`src/rtl/digit_scan_mux.sv`:
```
// Four-digit multiplexed display scanner: shadow-buffered digits, prescaled slot
// rotation, leading-zero blanking and sticky invalid-digit flag.
module digit_scan_mux #(
    parameter int unsigned REFRESH_DIV = 50000
) (
    input  logic        clk,
    input  logic        reset,
    input  logic [19:0] digits_in,
    input  logic        load,
    input  logic        blank_lead,
    output logic [4:0]  digital,
    output logic [3:0]  anode_n,
    output logic        scan_tick,
    output logic        err
);

    localparam int unsigned     CW   = $clog2(REFRESH_DIV);
    localparam logic [CW-1:0]   LAST = CW'(REFRESH_DIV - 1);

    logic [CW-1:0] presc;
    logic [1:0]    idx;
    logic [19:0]   sh_digits;
    logic          sh_blank;
    logic          show_q;

    logic [1:0]    nidx;
    logic [4:0]    nd;
    logic          z1, z2, z3;
    logic          nd_bad, nd_blank, nd_show;

    // Everything below looks at the slot about to be entered, using the shadow
    // as it stands before the boundary edge.
    always_comb begin
        nidx = idx + 2'd1;
        nd   = '0;
        case (nidx)
            2'd0: nd = sh_digits[4:0];
            2'd1: nd = sh_digits[9:5];
            2'd2: nd = sh_digits[14:10];
            2'd3: nd = sh_digits[19:15];
            default: nd = '0;
        endcase
        z3 = (sh_digits[19:15] == 5'd0);
        z2 = z3 && (sh_digits[14:10] == 5'd0);
        z1 = z2 && (sh_digits[9:5] == 5'd0);
        nd_blank = 1'b0;
        case (nidx)
            2'd1: nd_blank = sh_blank && z1;
            2'd2: nd_blank = sh_blank && z2;
            2'd3: nd_blank = sh_blank && z3;
            default: nd_blank = 1'b0;
        endcase
        nd_bad  = (nd > 5'd9);
        nd_show = !nd_bad && !nd_blank;
    end

    always_ff @(posedge clk or posedge reset) begin
        if (reset) begin
            presc     <= '0;
            scan_tick <= 1'b0;
        end else begin
            presc     <= (presc == LAST) ? '0 : presc + 1'b1;
            scan_tick <= (presc == LAST);
        end
    end

    // Anodes stay dark for the first cycle of each slot so the downstream
    // decoder register has caught up with the new digit value.
    always_ff @(posedge clk or posedge reset) begin
        if (reset) begin
            idx       <= 2'd3;
            sh_digits <= '0;
            sh_blank  <= 1'b0;
            digital   <= '0;
            anode_n   <= '1;
            show_q    <= 1'b0;
            err       <= 1'b0;
        end else begin
            if (load) begin
                sh_digits <= digits_in;
                sh_blank  <= blank_lead;
            end
            err <= (err && !load) || (scan_tick && nd_bad);
            if (scan_tick) begin
                idx     <= nidx;
                digital <= nd_show ? nd : '0;
                show_q  <= nd_show;
                anode_n <= '1;
            end else begin
                anode_n <= show_q ? ~(4'b0001 << idx) : '1;
            end
        end
    end

endmodule

```
`config.mk`:
```
export PLATFORM = sky130hd
export DESIGN_NAME = digit_scan_mux
export DESIGN_NICKNAME = d
export VERILOG_FILES = /design/src/rtl/digit_scan_mux.sv
export SDC_FILE = /design/constraint.sdc
export NUM_CORES = 1
export LEC_CHECK = 0
export CAP_MARGIN = 10
export CORE_MARGIN = 5
export CORE_UTILIZATION = 53
export CTS_BUF_LIST = sky130_fd_sc_hd__clkbuf_4 sky130_fd_sc_hd__clkbuf_8 sky130_fd_sc_hd__clkbuf_16
export DETAILED_ROUTE_END_ITERATION = 8
export MAX_ROUTING_LAYER = met4
export PLACE_DENSITY = 0.9
export SETUP_SLACK_MARGIN = 0.02
export SLEW_MARGIN = 0
export SYNTH_ARGS = -nofsm -noshare
export SYNTH_HDL_FRONTEND = slang
export SYNTH_SLANG_ARGS = --single-unit
```
`constraint.sdc`:
```
create_clock -name clk -period 2.6 [get_ports clk]
set_clock_uncertainty 0.2 [all_clocks]
set_input_delay 0.39 -clock clk [delete_from_list [all_inputs] [get_ports clk]]
set_output_delay 0.39 -clock clk [all_outputs]
set_load 0.02 [all_outputs]
```
== After elaboration in Yosys (flattened, before gate mapping) ==
Index checks and enable logic that the tools add are counted.
Widths: inputs -> output; s select.

* Register bits: 51
* Input bits: 24
* Output and inout port bits: 11
* Logic and storage cells: 40

* Add/sub/neg operators: 2
* $lt $le $gt $ge: 1
* Equality and inequality tests: 4
* Shift operators: 1
* Mux-type cells: 6
* Bitwise gates (word level): 1
* Reductions and logical operators: 16

{| class="wikitable"
|+ Operator list
! kind !! number
|-
| $pmux 5 s4 || 1
|-
| $add 16x1->16 const B || 1
|-
| $eq 16x16->1 const B || 1
|-
| $mux 16 || 1
|-
| $logic_not 5->1 || 3
|-
| $logic_and 1x1->1 || 8
|-
| $mux 4 || 2
|-
| $gt 5x4->1 const B || 1
|-
| $mux 5 || 1
|-
| $eq 2x2->1 const B || 2
|-
| $not 4->4 || 1
|-
| $shl 1x2->4 const A || 1
|-
| $logic_not 1->1 || 3
|-
| $pmux 1 s3 || 1
|-
| $add 2x1->2 const B || 1
|-
| $eq 2x1->1 const B || 1
|-
| $logic_not 2->1 || 1
|-
| $logic_or 1x1->1 || 1
|}

== Depth between registers and ports, before layout ==
* Depth after elaboration: 8
* Depth in mapped cells: 7
* Depth with buffers taken out: 7

== Worst setup path before layout ==
Ideal clock, no wire load.

* Path type: register to register
* Start: register idx[1]
* End: register digital[0]
* Arrival time: 1.664 ns
* Data required time: 2.317 ns
* Path slack: 0.653 ns
* Stages on the path, launching flop included: 8
* Clock period less this slack: 1.947 ns
* Path through: dfstp_2 inv_1 ha_1 a22oi_1 a41oi_1 a211oi_1 nand2b_1 o22ai_1

* Word-level cells in the longest chain between the ends: 7
* Elaborated cells between the ends (all ways): 12
* Classes of those cells: 1 x add/sub; 1 x order compare; 3 x eq/ne; 3 x mux; 4 x reduce/logical

{| class="wikitable"
|+ Ends and longest elaborated chain
! item !! RTL line !! RTL
|-
| from (decl) || 21 || <nowiki>logic [1:0] idx;</nowiki>
|-
| from (signal assigned) || 85 || <nowiki>idx <= nidx;</nowiki>
|-
| $add 2x1->2 (*) || 34 || <nowiki>nidx = idx + 2'd1;</nowiki>
|-
| $eq 2x2->1, or another cell as far along || 36, 47 ||
|-
| $pmux 5 s4 || 36 || <nowiki>case (nidx)</nowiki>
|-
| $gt 5x4->1 || 53 || <nowiki>nd_bad = (nd > 5'd9);</nowiki>
|-
| $logic_not 1->1 || 54 || <nowiki>nd_show = !nd_bad && !nd_blank;</nowiki>
|-
| $logic_and 1x1->1 || 54 ||
|-
| $mux 5 (*) || 86 || <nowiki>digital <= nd_show ? nd : '0;</nowiki>
|-
| to (signal assigned) || 86 ||
|-
| to (decl) || 11 || <nowiki>output logic [4:0] digital,</nowiki>
|}

Every way passes the cells marked *; elsewhere a longest branch is shown, timed or not.
A chain may end at the register's enable or synchronous reset.

== Worst setup path in the final report ==
* Start: register idx[1]
* End: register digital[2]

The elaborated chain is that of the path after synthesis.

==> results by group <==
Place
  • Post-DP Area: 2680 µm²
  • RD Place Congestion: 0.872
  • Placed Instances: 276
  • # port buffers: 34
  • Post-DP HPWL: 3.26 mm

Drt
  • Routed vias: 1585
  • Via density: 5.58
  • Average wire per standard cell: 15.5 µm
  • Pre-antenna DRT Iters: 4
  • DR DRC count: 0
  • 1st-iter DRT viols: 101
  • DRT antenna net count: 0
  • Final WL: 4.41 mm

Worst setup path
  • Largest fanout on the critical path: 7
  • Worst R2R Path Depth: 7
  • Critical path arrival: 2.32 ns
  • Critical-path top delay cell: dfstp_2
  • CP startpoint: idx[1]
  • Crit path largest cell delay: 0.57 ns
  • Reg-to-Reg End: digital[2]
  • Required @ worst endpoint: 2.62 ns
  • R2R setup slack: 0.30 ns
  • Setup CP Type: flip-flop to flip-flop
  • CP Cell Sequence: inv_1, ha_1, a22oi_1, a41oi_1, a211oi_1, nand2_1, o22ai_1
  • CP Capture Type: flip-flop
  • Worst Setup Start Kind: flip-flop
  • Reg-to-Reg Start: idx[1]

Pwr
  • Total power: 0.00147 W
  • Pwr/cell area: 528 nW/µm²
  • Leak: 1.19 nW
  • VDD IR max: 308 µV

Floorplanning
  • Core area: 4060 µm²
  • Initial Util: 55.7%
  • Die Span Y: 75.3 µm
  • # rows: 23
  • Die footprint: 5670 µm²
  • Die Span X: 75.3 µm
  • Io pins: 35

Synthesis
  • Cell count after synthesis: 192
  • Top-count cell post-synth: dfrtp_1
  • Predominant post-synthesis flop cell: dfrtp_1
  • Post-synth top cells: dfrtp_1, mux2_2, nand2_1, nor2_1, inv_1
  • Distinct cell type count after synthesis: 38
  • Share of the synthesized area in the top cell type: 49.8%
  • Area leader, netlist: dfrtp_1
  • Syn Std Cell Area: 2260 µm²
  • Number of flops mapped to enable cells by yosys: 0
  • Synth Register Bits: 51
  • Asr flop ratio synth: 100%
  • Yosys warning count: 0
  • Post-synth net total: 222
  • Sequential-to-total area share from yosys stat: 56.8%
  • Synth area leaders: dfrtp_1, mux2_2, dfstp_2
  • Mean area per synthesized cell: 11.8 µm²

Outcome
  • Status: completed

STA
  • Max_slew headroom: 68.7%
  • Final Cycle Share: 88.3%
  • Tmin final: 2.30 ns
  • Pins Over Slew Limit: 0
  • Setup TNS: 0 ns
  • Worst-margin pin slew: 0.468 ns
  • Hold Fails Final Rpt: 0
  • Final setup viols: 0
  • RSZ-0062 raised after global routing: no
  • Fmax: 0.436 GHz

Layout
  • FILL cells: 298
  • Post-route cell area: 2780 µm²
  • Seq. cell area: 1280 µm²
  • Share of post-route cells with drive strength above 1: 18.8%
  • Area Overhead vs Synth: 23.1%
  • ANT cells: 0
  • Non-filler instance count after layout: 284
  • # nets final: 263
  • Area of the multi-input gates: 920 µm²

Global routing
  • Gr usage total: 18.1%
  • Largest net degree at the start of global routing: 25
  • Initial antenna violation count: 0
  • Vias in the first global route: 1664
  • GRT overflow: 0
  • First-pass GRT wire length: 7.36 mm

Hold path
  • Worst min path class: input port to asynchronous set/reset pin

Clock tree
  • Root buf cell: clkbuf_8
  • Post-cts gate resize count: 0
  • Clk_lat worst skew: 0.31 ns
  • Clk buf depth: 2
  • Reg clk slew, reported paths: 0.09 ns
  • Clk sink count: 51
  • Setup bufs post-CTS: 0
  • Total CTS buffers: 5
  • # hold bufs at CTS: 0
  • H-tree Lvls: 2
  • Clock tree from TritonCTS: done

Job
  • Max Cap Viol: 0
==> layout by cell type (no fill, tap or decap), types with 2 or more instances in the layout <==
| master | count |
|---|---|
| a22oi_1 | 4 |
| nand2b_1 | 2 |
| nor2_1 | 15 |
| dfrtp_1 | 45 |
| mux2_2 | 21 |
| dfstp_2 | 6 |
| o22ai_1 | 3 |
| inv_1 | 10 |
| and3_1 | 2 |
| xnor2_1 | 5 |
| or3_1 | 2 |
| nand3_1 | 5 |
| xor2_1 | 10 |
| nor3_1 | 3 |
| nor4_1 | 3 |
| buf_4 | 4 |
| clkdlybuf4s50_1 | 34 |
| nand2_1 | 15 |
| o2bb2ai_1 | 3 |
| a21oi_1 | 4 |
| clkbuf_8 | 7 |
| o21ai_0 | 5 |
| ha_1 | 6 |
| nor2b_1 | 3 |
==> logic make-up (layout without fill, tap and decap cells) <==
family | after synthesis | in the layout | synth area share [%]
buf+inv | 15 | 57 | 2.49
xor+xnor | 15 | 15 | 5.81
simple gates | 60 | 60 | 14.0
fa+ha+maj | 6 | 6 | 3.32
compound gates | 24 | 24 | 7.14
flops | 51 | 51 | 56.8
mux | 21 | 21 | 10.5
==> routing by layer <==
metal  vias up  wire length (µm)  global-route usage, %
li1        756                 -                      -
met2        46              2110                   27.6
met1       773              1990                   22.9
met4         0                96                   8.54
met5         -                 0                      -
met3        10               211                   4.22
==> critical path, delay by kind of cell (launching register included) <==
kind / cells / cell delay (ns)
flops: 1 / 0.57
compound gates: 4 / 0.96
simple gates: 1 / 0.13
fa+ha+maj: 1 / 0.29
buf+inv: 1 / 0.08
==> power breakdown <==
part / internal, W / switching [W] / total, W
clock network: 0.000242 / 0.000254 / 0.000496
registers: 0.000826 / 0.0000267 / 0.000853
logic: 0.0000744 / 0.0000459 / 0.000120
total: 0.00114 / 0.000326 / 0.00147
==> layout make-up <==
cell class / count / area share, %
Multi-Input combinational cell: 126 / 33.1
Clock buffer: 7 / 3.46
Clock inverter: 1 / 0.270
Timing Repair Buffer: 38 / 13.3
Tap cell: 50 / 2.25
Sequential cell: 51 / 46.2
Inverter: 11 / 1.48
==> worst max path at each step <==
stage / endpoint / slack [ns] / cells past startpoint
final: digital[2] / 0.30 / 7
after global routing: digital[2] / 0.18 / 7
after CTS: digital[2] / 0.31 / 7
after detailed placement: digital[2] / 0.34 / 7
after global placement: digital[2] / 0.55 / 7
after floorplan: digital[0] / 0.65 / 7
==> metrics by stage <==
stage	setup WS [ns]	hold WS, ns	utilization [%]
after floorplan	0.653	0.255	-
after global placement	0.552	0.275	66.0
after detailed placement	0.345	0.283	66.0
after CTS	0.305	0.217	68.5
after global routing	0.179	0.257	68.5
final	0.305	0.207	68.5
==> registers in the layout, summed over array words and instances (netlist names) <==
register / cells
anode_n: 4
digital: 5
err: 1
idx: 2
presc: 16
scan_tick: 1
sh_blank: 1
sh_digits: 20
show_q: 1
No activity file was read; power rests on OpenSTA's default activity.
